`config.mk`:
```
export PLATFORM = sky130hd
export DESIGN_NAME = spi_master
export DESIGN_NICKNAME = d
export VERILOG_FILES = /design/src/rtl/spi_pkg.sv /design/src/rtl/spi_clkgen.sv /design/src/rtl/spi_master.sv
export SDC_FILE = /design/constraint.sdc
export NUM_CORES = 1
export LEC_CHECK = 0
export CORE_MARGIN = 3
export CORE_UTILIZATION = 40
export DETAILED_ROUTE_END_ITERATION = 6
export PLACE_DENSITY = 0.63
export SYNTH_ARGS = -nofsm -noshare
export SYNTH_HDL_FRONTEND = slang
export SYNTH_SLANG_ARGS = --single-unit
```
`constraint.sdc`:
```
create_clock -name clk -period 2.9 [get_ports clk]
set_clock_uncertainty 0.2 [all_clocks]
set_input_delay 0.58 -clock clk [delete_from_list [all_inputs] [get_ports clk]]
set_output_delay 0.58 -clock clk [all_outputs]
set_load 0.01 [all_outputs]
```
`src/rtl/spi_pkg.sv`:
```
// spi_pkg: shared SPI FSM states, mode constants and CPOL/CPHA decode.
// The master and the slave both import it.
package spi_pkg;
  localparam int SPI_DATA_W = 8;
  localparam logic [1:0] SPI_MODE0 = 2'd0;
  localparam logic [1:0] SPI_MODE1 = 2'd1;
  localparam logic [1:0] SPI_MODE2 = 2'd2;
  localparam logic [1:0] SPI_MODE3 = 2'd3;
  typedef enum logic [2:0] {IDLE, SETUP, XFER, HOLD, DONE} spi_state_e;
  typedef struct packed {
    logic cpol;
    logic cpha;
  } spi_cfg_t;
  function automatic spi_cfg_t spi_decode(input logic [1:0] mode);
    return '{cpol: mode[1], cpha: mode[0]};
  endfunction
endpackage

```
`src/rtl/spi_clkgen.sv`:
```
// spi_clkgen: sclk half-period divider.
// It emits a one-cycle tick every CLK_DIV enabled cycles and restarts on clr.
module spi_clkgen #(
  parameter int CLK_DIV = 2
) (
  input  logic clk,
  input  logic reset,
  input  logic en,
  input  logic clr,
  output logic tick
);
  localparam int CW = CLK_DIV > 1 ? $clog2(CLK_DIV) : 1;
  logic [CW-1:0] cnt;
  assign tick = en && cnt == CW'(CLK_DIV - 1);
  always_ff @(posedge clk or negedge reset)
    if (!reset) cnt <= '0;
    else if (clr || tick) cnt <= '0;
    else if (en) cnt <= cnt + CW'(1);
endmodule

```
`src/rtl/spi_master.sv`:
```
// spi_master: byte-wide full-duplex MSB-first SPI master supporting all four modes.
// Define SPI_MASTER_LOOPBACK_EN to add a loopback port that samples internal mosi instead of miso.
module spi_master import spi_pkg::*; #(
  parameter int CLK_DIV = 2,
  parameter int DATA_W  = SPI_DATA_W
) (
  input  logic              clk,
  input  logic              reset,
  input  logic              start,
  input  logic [DATA_W-1:0] datain,
  input  logic [1:0]        smode,
  output logic [DATA_W-1:0] dataout,
  output logic              busy,
  output logic              done,
  output logic              sclk,
  output logic              cs,
  output logic              mosi,
  input  logic              miso
`ifdef SPI_MASTER_LOOPBACK_EN
  , input logic            loopback
`endif
);
  localparam int EW = $clog2(2 * DATA_W + 1);
  localparam logic [EW-1:0] LAST = EW'(2 * DATA_W);
  spi_state_e state, state_nx;
  spi_cfg_t cfg;
  logic [1:0] mode_q;
  logic [DATA_W-1:0] sr;
  logic [EW-1:0] edge_idx;
  logic tick, accept, edge_en, sample, launch, rx_bit;
  assign cfg = spi_decode(mode_q);
  assign accept = state == IDLE && start;
  assign busy = state != IDLE;
  assign done = state == DONE;
  assign cs = state == IDLE || state == DONE;
  // Edge 0 fires on the SETUP tick; XFER keeps toggling until all 2*DATA_W edges are out.
  assign edge_en = tick && (state == SETUP || (state == XFER && edge_idx != LAST));
  assign sample = edge_en && edge_idx[0] == cfg.cpha;
  assign launch = edge_en && !sample && !(!cfg.cpha && edge_idx == LAST - EW'(1));
`ifdef SPI_MASTER_LOOPBACK_EN
  logic lb_q;
  always_ff @(posedge clk or negedge reset)
    if (!reset) lb_q <= 1'b0;
    else if (accept) lb_q <= loopback;
  assign rx_bit = lb_q ? mosi : miso;
`else
  assign rx_bit = miso;
`endif
  spi_clkgen #(.CLK_DIV(CLK_DIV)) u_clkgen (
    .clk(clk),
    .reset(reset),
    .en(busy && !done),
    .clr(accept),
    .tick(tick)
  );
  always_ff @(posedge clk or negedge reset)
    if (!reset) state <= IDLE;
    else state <= state_nx;
  always_comb begin
    state_nx = state;
    case (state)
      IDLE:    if (start) state_nx = SETUP;
      SETUP:   if (tick) state_nx = XFER;
      XFER:    if (tick && edge_idx == LAST) state_nx = HOLD;
      HOLD:    if (tick) state_nx = DONE;
      default: state_nx = IDLE;
    endcase
  end
  // mosi is a register holding the bit in flight, so sampled bits need not wait for a shift.
  always_ff @(posedge clk or negedge reset)
    if (!reset) begin
      mode_q   <= '0;
      sr       <= '0;
      edge_idx <= '0;
      sclk     <= 1'b0;
      mosi     <= 1'b0;
      dataout  <= '0;
    end else begin
      if (state == IDLE) sclk <= cfg.cpol;
      if (accept) begin
        mode_q   <= smode;
        sr       <= datain;
        edge_idx <= '0;
        sclk     <= spi_decode(smode).cpol;
        mosi     <= datain[DATA_W-1];
      end
      if (edge_en) begin
        sclk     <= ~sclk;
        edge_idx <= edge_idx + EW'(1);
      end
      if (sample) sr <= {sr[DATA_W-2:0], rx_bit};
      if (launch) mosi <= sr[DATA_W-1];
      if (state == HOLD && tick) dataout <= sr;
    end
endmodule

```
-- Word level (Yosys, flattened, before mapping)
Index checks and enable logic that the tools add are counted.
- output and inout bits: 13
- input bits: 14
- register bits after elaboration: 29
- reductions and logical operators: 26
- bitwise gates (word level): 1
- mux-type cells: 16
- equal/unequal tests: 12
- add/sub/neg operators: 2
- operators with widths (kind ; count):
    $mux 8 ; 2
    $mux 3 ; 4
    $pmux 3 s4 ; 1
    $logic_and 1x1->1 ; 11
    $mux 5 ; 2
    $reduce_bool 2->1 ; 4
    $mux 1 ; 7
    $eq 3x2->1 const B ; 2
    $ne 2x2->1 const B ; 3
    $reduce_bool 3->1 ; 2
    $add 5x1->5 const B ; 1
    $eq 5x4->1 const B ; 1
    $eq 5x5->1 const B ; 1
    $ne 5x5->1 const B ; 1
    $logic_not 1->1 ; 4
    $reduce_and 4->1 ; 1
    $eq 3x1->1 const B ; 1
    $eq 3x3->1 const B ; 1
    $logic_not 3->1 ; 1
    $logic_or 1x1->1 ; 3
    $ne 2x1->1 const B ; 1
    $add 1x1->1 const B ; 1
    $eq 1x1->1 ; 1
    $not 1->1 ; 1

-- Depth between registers and ports, before layout
- depth after elaboration: 10
- depth in mapped cells: 7
- depth with buffers taken out: 7

-- Cells and area by module
From an unflattened synthesis, not the netlist that was laid out.
- cell total of the unflattened synthesis: 136
- area, all modules: 1453.9 um2
- by module, submodules not included (module ; times used ; cells an instance ; area each (um2) ; sequential area each (um2)):
    spi_master ; 1 ; 132 ; 1408.9 ; 700.7
    spi_clkgen ; 1 ; 4 ; 45.0 ; 25.0

-- Worst setup path after synthesis
Ideal clock, no wire load.
- path kind: flip-flop to flip-flop
- start: register edge_idx[0]
- end: register sr[0]
- stages on the path, launching flop included: 7
- arrival time: 1.764 ns
- setup slack: 0.811 ns
- required time: 2.575 ns
- cell sequence: dfrtp_1 -> inv_1 -> ha_1 -> and4bb_1 -> o31a_1 -> nor2_4 -> mux2_2
- word-level cells in the longest chain between the ends: 6
- elaborated cells between the ends (all ways): 8
- those cells by class: eq/ne: 2; mux: 1; reduce/logical: 5
- ends and longest elaborated chain (what ; RTL line ; RTL):
    start, declared ; spi_master.sv:29 ; logic [EW-1:0] edge_idx;
    start signal, assigned ; spi_master.sv:89 ; edge_idx <= edge_idx + EW'(1);
    $ne 5x5->1 ; spi_master.sv:37 ; assign edge_en = tick && (state == SETUP || (state == XFER && edge_idx != LAST));
    $logic_and 1x1->1 ; spi_master.sv:37 ;
    $logic_or 1x1->1 ; spi_master.sv:37 ;
    $logic_and 1x1->1 ; spi_master.sv:37 ;
    $logic_and 1x1->1 * ; spi_master.sv:38 ; assign sample = edge_en && edge_idx[0] == cfg.cpha;
    $mux 8 or $reduce_bool 2->1 (tied branches) ; n/a ;
    end signal, assigned ; spi_master.sv:82 ; sr <= datain;
    end signal, assigned ; spi_master.sv:91 ; if (sample) sr <= {sr[DATA_W-2:0], rx_bit};
    end, declared ; spi_master.sv:28 ; logic [DATA_W-1:0] sr;
Mark *: on every way between the ends. The rest lies on a longest branch, timed or not.
A chain may end at the register's enable or synchronous reset.

-- Worst setup path after layout
- start: register state[1]
- end: output done
- word-level cells in the longest chain between the ends: 1
- ends and longest elaborated chain (what ; RTL line ; RTL):
    start, declared ; spi_master.sv:25 ; spi_state_e state, state_nx;
    start signal, assigned ; spi_master.sv:58 ; else state <= state_nx;
    $eq 3x3->1 ; spi_master.sv:34 ; assign done = state == DONE;
    end, declared ; spi_master.sv:14 ; output logic done,
No other way between the ends.

==> results.md <==
* Startpoint types: flip-flop
* Worst EP arrival at 1.73 ns
* DIE AREA at 4360 um^2
* Number of synthesized flops with an enable pin at 0
* DR vias/cell at 4.94
* Power Density at 457 nW/um^2
* Buffers on Ports at 26
* Overall routing resource usage at 15.0%
* Clock share of power at 34.3%
* Yosys cell types at 31
* Ant diodes at 0
* Fin. max-slew vios at 0
* Cells on worst reg2reg path at 6
* Hold endpoint: dataout[0]$_DFFE_PN0P_
* Period utilisation layout at 86.6%
* Area contributors post-synth: dfrtp_1 50%, mux2_2 13%, nand2_1 6.5%, mux2_4 3.1%, ha_1 2.6%
* Critical path peak fanout at 8
* Worst path cell trace: nor2_1, and2_1, clkdlybuf4s50_1
* Area leader, netlist: dfrtp_1
* Final setup viols at 0
* Via count at 1008
* Status: complete, no violations
* Reg-to-Reg Start: edge_idx[0]$_DFFE_PN0P_
* P&R area growth vs syn at 24.8%
* Crit-path leading delay family: buffers and inverters
* Seq/Total Area, Yosys at 50.4%
* Slowest cell on the critical path: clkdlybuf4s50_1
* Yosys reg bits at 29
* Comb power frac at 12.3%
* DRT Wirelength at 2810 um
* Slew HR at 63.0%
* Async S/R FF share, synth at 100%
* Maxcap violations at 0
* DRC at 0
* Post-synth net total at 145
* Net switching power of the design at 194 uW
* Initial Util at 42.5%
* DPL Wire Length at 2000 um
* Post-route ant nets at 0
* Worst R2R End: sr[0]$_DFFE_PN0P_
* Number of global-route vias before repair at 1100
* Clock latency on the worst-skew pair at 0.33 ns
* Post-Layout Inst Area at 1800 um^2
* Critical path buffers and inverters at 1
* Commonest non-fill, non-tap cell in the layout: dfrtp_1
* Slowest cell delay on critical path at 0.52 ns
* Min-Delay Path Class: reg2reg
* Cell Int Power at 626 uW
* RSZ-0062 raised after global routing: false
* HP Start: dataout[0]$_DFFE_PN0P_
* FMAX at 398 MHz
* Worst-path clk slew at 0.09 ns
* Setup_tns at 0 ns
* WS Path Type: reg2out
* Yosys Warn Count at 0
* Fin util at 53.0%
* Total power at 820 uW
* CTS Hold Bufs at 0
* H-tree depth at 2
* CTS Buf Count at 5
* VDD IR max at 0.361 mV
* Worst Hold Depth at 2
* Die Span Y at 66 um
* Clock root buffer: clkbuf_4
* Fin Hold WS at 0.285 ns
* Reg power frac at 53.4%
* Gr ovfl total at 0
* Largest net degree at the start of global routing at 30
* Core area at 3390 um^2
* Clk buf depth at 2
* CP endpoint kind: output pin
* Initial antenna violation count at 0
* Cts repair resizes at 0
* Clock Sinks at 29
* DP Area at 1730 um^2
* Sw frac at 23.7%
* Syn Inst Count at 128
* Synth top area share at 50.4%
* Routability cong. at 0.732
* Period minus WS final at 2.51 ns
* Ports at 27
* # Post-CTS Setup Buffers at 0
* FP Rows at 21
* P_leak at 0.800 nW
* DR iter-0 viols at 64
* CTS tree: yes
* Layout net count at 174
* Die width at 66 um
* Worst Path Required at 2.12 ns
* First-pass iteration count of the detailed router at 4
* Commonest cells after routing, fill and taps aside: 29 x dfrtp_1, 26 x clkdlybuf4s50_1, 25 x nand2_1
* Cell area after synthesis at 1440 um^2
* Worst Tran Pin Value at 0.556 ns
* Worst reg2reg setup slack at 0.48 ns
* Layout cells sized above 1 at 20.3%
* First-pass GRT wire length at 4910 um
* Fin. Hold Viols at 0
* Primary FF master, synth: dfrtp_1
* Mapped Avg Cell Area at 11.3 um^2
* WL/cell at 13.8 um
## how the worst max path moves through the flow
stage / startpoint / endpoint / slack [ns] / depth (start not counted)
CTS: state[0]$_DFFE_PN0P_ / done / 0.37 / 3
floorplan: edge_idx[0]$_DFFE_PN0P_ / sr[0]$_DFFE_PN0P_ / 0.81 / 6
global route: state[1]$_DFFE_PN0P_ / done / 0.24 / 3
global placement: edge_idx[0]$_DFFE_PN0P_ / sr[3]$_DFFE_PN0P_ / 0.60 / 6
detailed placement: edge_idx[0]$_DFFE_PN0P_ / sr[4]$_DFFE_PN0P_ / 0.47 / 6
finish: state[1]$_DFFE_PN0P_ / done / 0.39 / 3
## stage by stage
stage                     instances  setup WS, ns
final                           204         0.388
after global routing            204         0.237
after CTS                       204         0.370
after detailed placement        196         0.474
after global placement          196         0.596
after floorplan                 128         0.811
## power groups by stage
| stage | Combinational [mW] | Sequential, mW | Clock, mW |
|---|---|---|---|
| 3_3_place_gp | 0.0992 | 0.445 | 0 |
| 3_5_place_dp | 0.103 | 0.446 | 0 |
| 5_1_grt | 0.110 | 0.441 | 0.312 |
| 4_1_cts | 0.103 | 0.438 | 0.292 |
| 6_report | 0.101 | 0.438 | 0.282 |
| 2_1_floorplan | 0.0503 | 0.445 | 0 |
## metal layers
| layer | vias up | part of all wire [%] | global-route usage (%) |
|---|---|---|---|
| met4 | 0 | 0 | 6.85 |
| met3 | 0 | 3.2 | 4.08 |
| met5 | - | 0 | 0 |
| met1 | 492 | 45 | 17.8 |
| met2 | 18 | 52 | 25.2 |
| li1 | 498 | - | - |
## sequential cells by signal (all words and copies together), names as in the netlist
signal,flops
u_clkgen.cnt,1
edge_idx,5
state,3
sr,8
sclk,1
cfg,2
dataout,8
mosi,1
## Yosys cell counts, drive strengths merged, types with 2 or more instances
library cell,count
dfrtp,29
nand2,26
mux2,20
inv,6
a21oi,5
nand3,5
nor2,5
buf,4
xor2,4
ha,3
nor3b,3
o21ai,3
a221oi,2
## final cells by class
type                            instances  area (um^2)
Tap cell                               46         57.6
Inverter                                7         26.3
Sequential cell                        29          726
Timing Repair Buffer                   27          268
Clock buffer                            7         65.1
Fill cell                             305         1590
Clock inverter                          1         5.00
Multi-Input combinational cell         87          649
## cell families (layout without fill, tap and decap cells)
| logic type | Yosys count | in the layout | synth area share (%) |
|---|---|---|---|
| AO/OA/AOI/OAI | 12 | 12 | 5.30 |
| XOR/XNOR | 4 | 4 | 2.43 |
| adder cells (fa/ha/maj) | 3 | 3 | 2.61 |
| buffers and inverters | 12 | 42 | 4.52 |
| flip-flops | 29 | 29 | 50.4 |
| multiplexers | 21 | 21 | 17.1 |
| AND/OR/NAND/NOR | 47 | 47 | 17.6 |
## worst reg2reg max path: cells and delay by family, from the launching register on
family / cells / cell delay [ns]
DFF: 1 / 0.43
buffers and inverters: 1 / 0.11
adders and majority gates: 1 / 0.20
muxes: 1 / 0.37
AOI/OAI and AO/OA: 1 / 0.46
and+or+nand+nor: 2 / 0.53
Note: power is estimated with default switching activity, not from simulation.
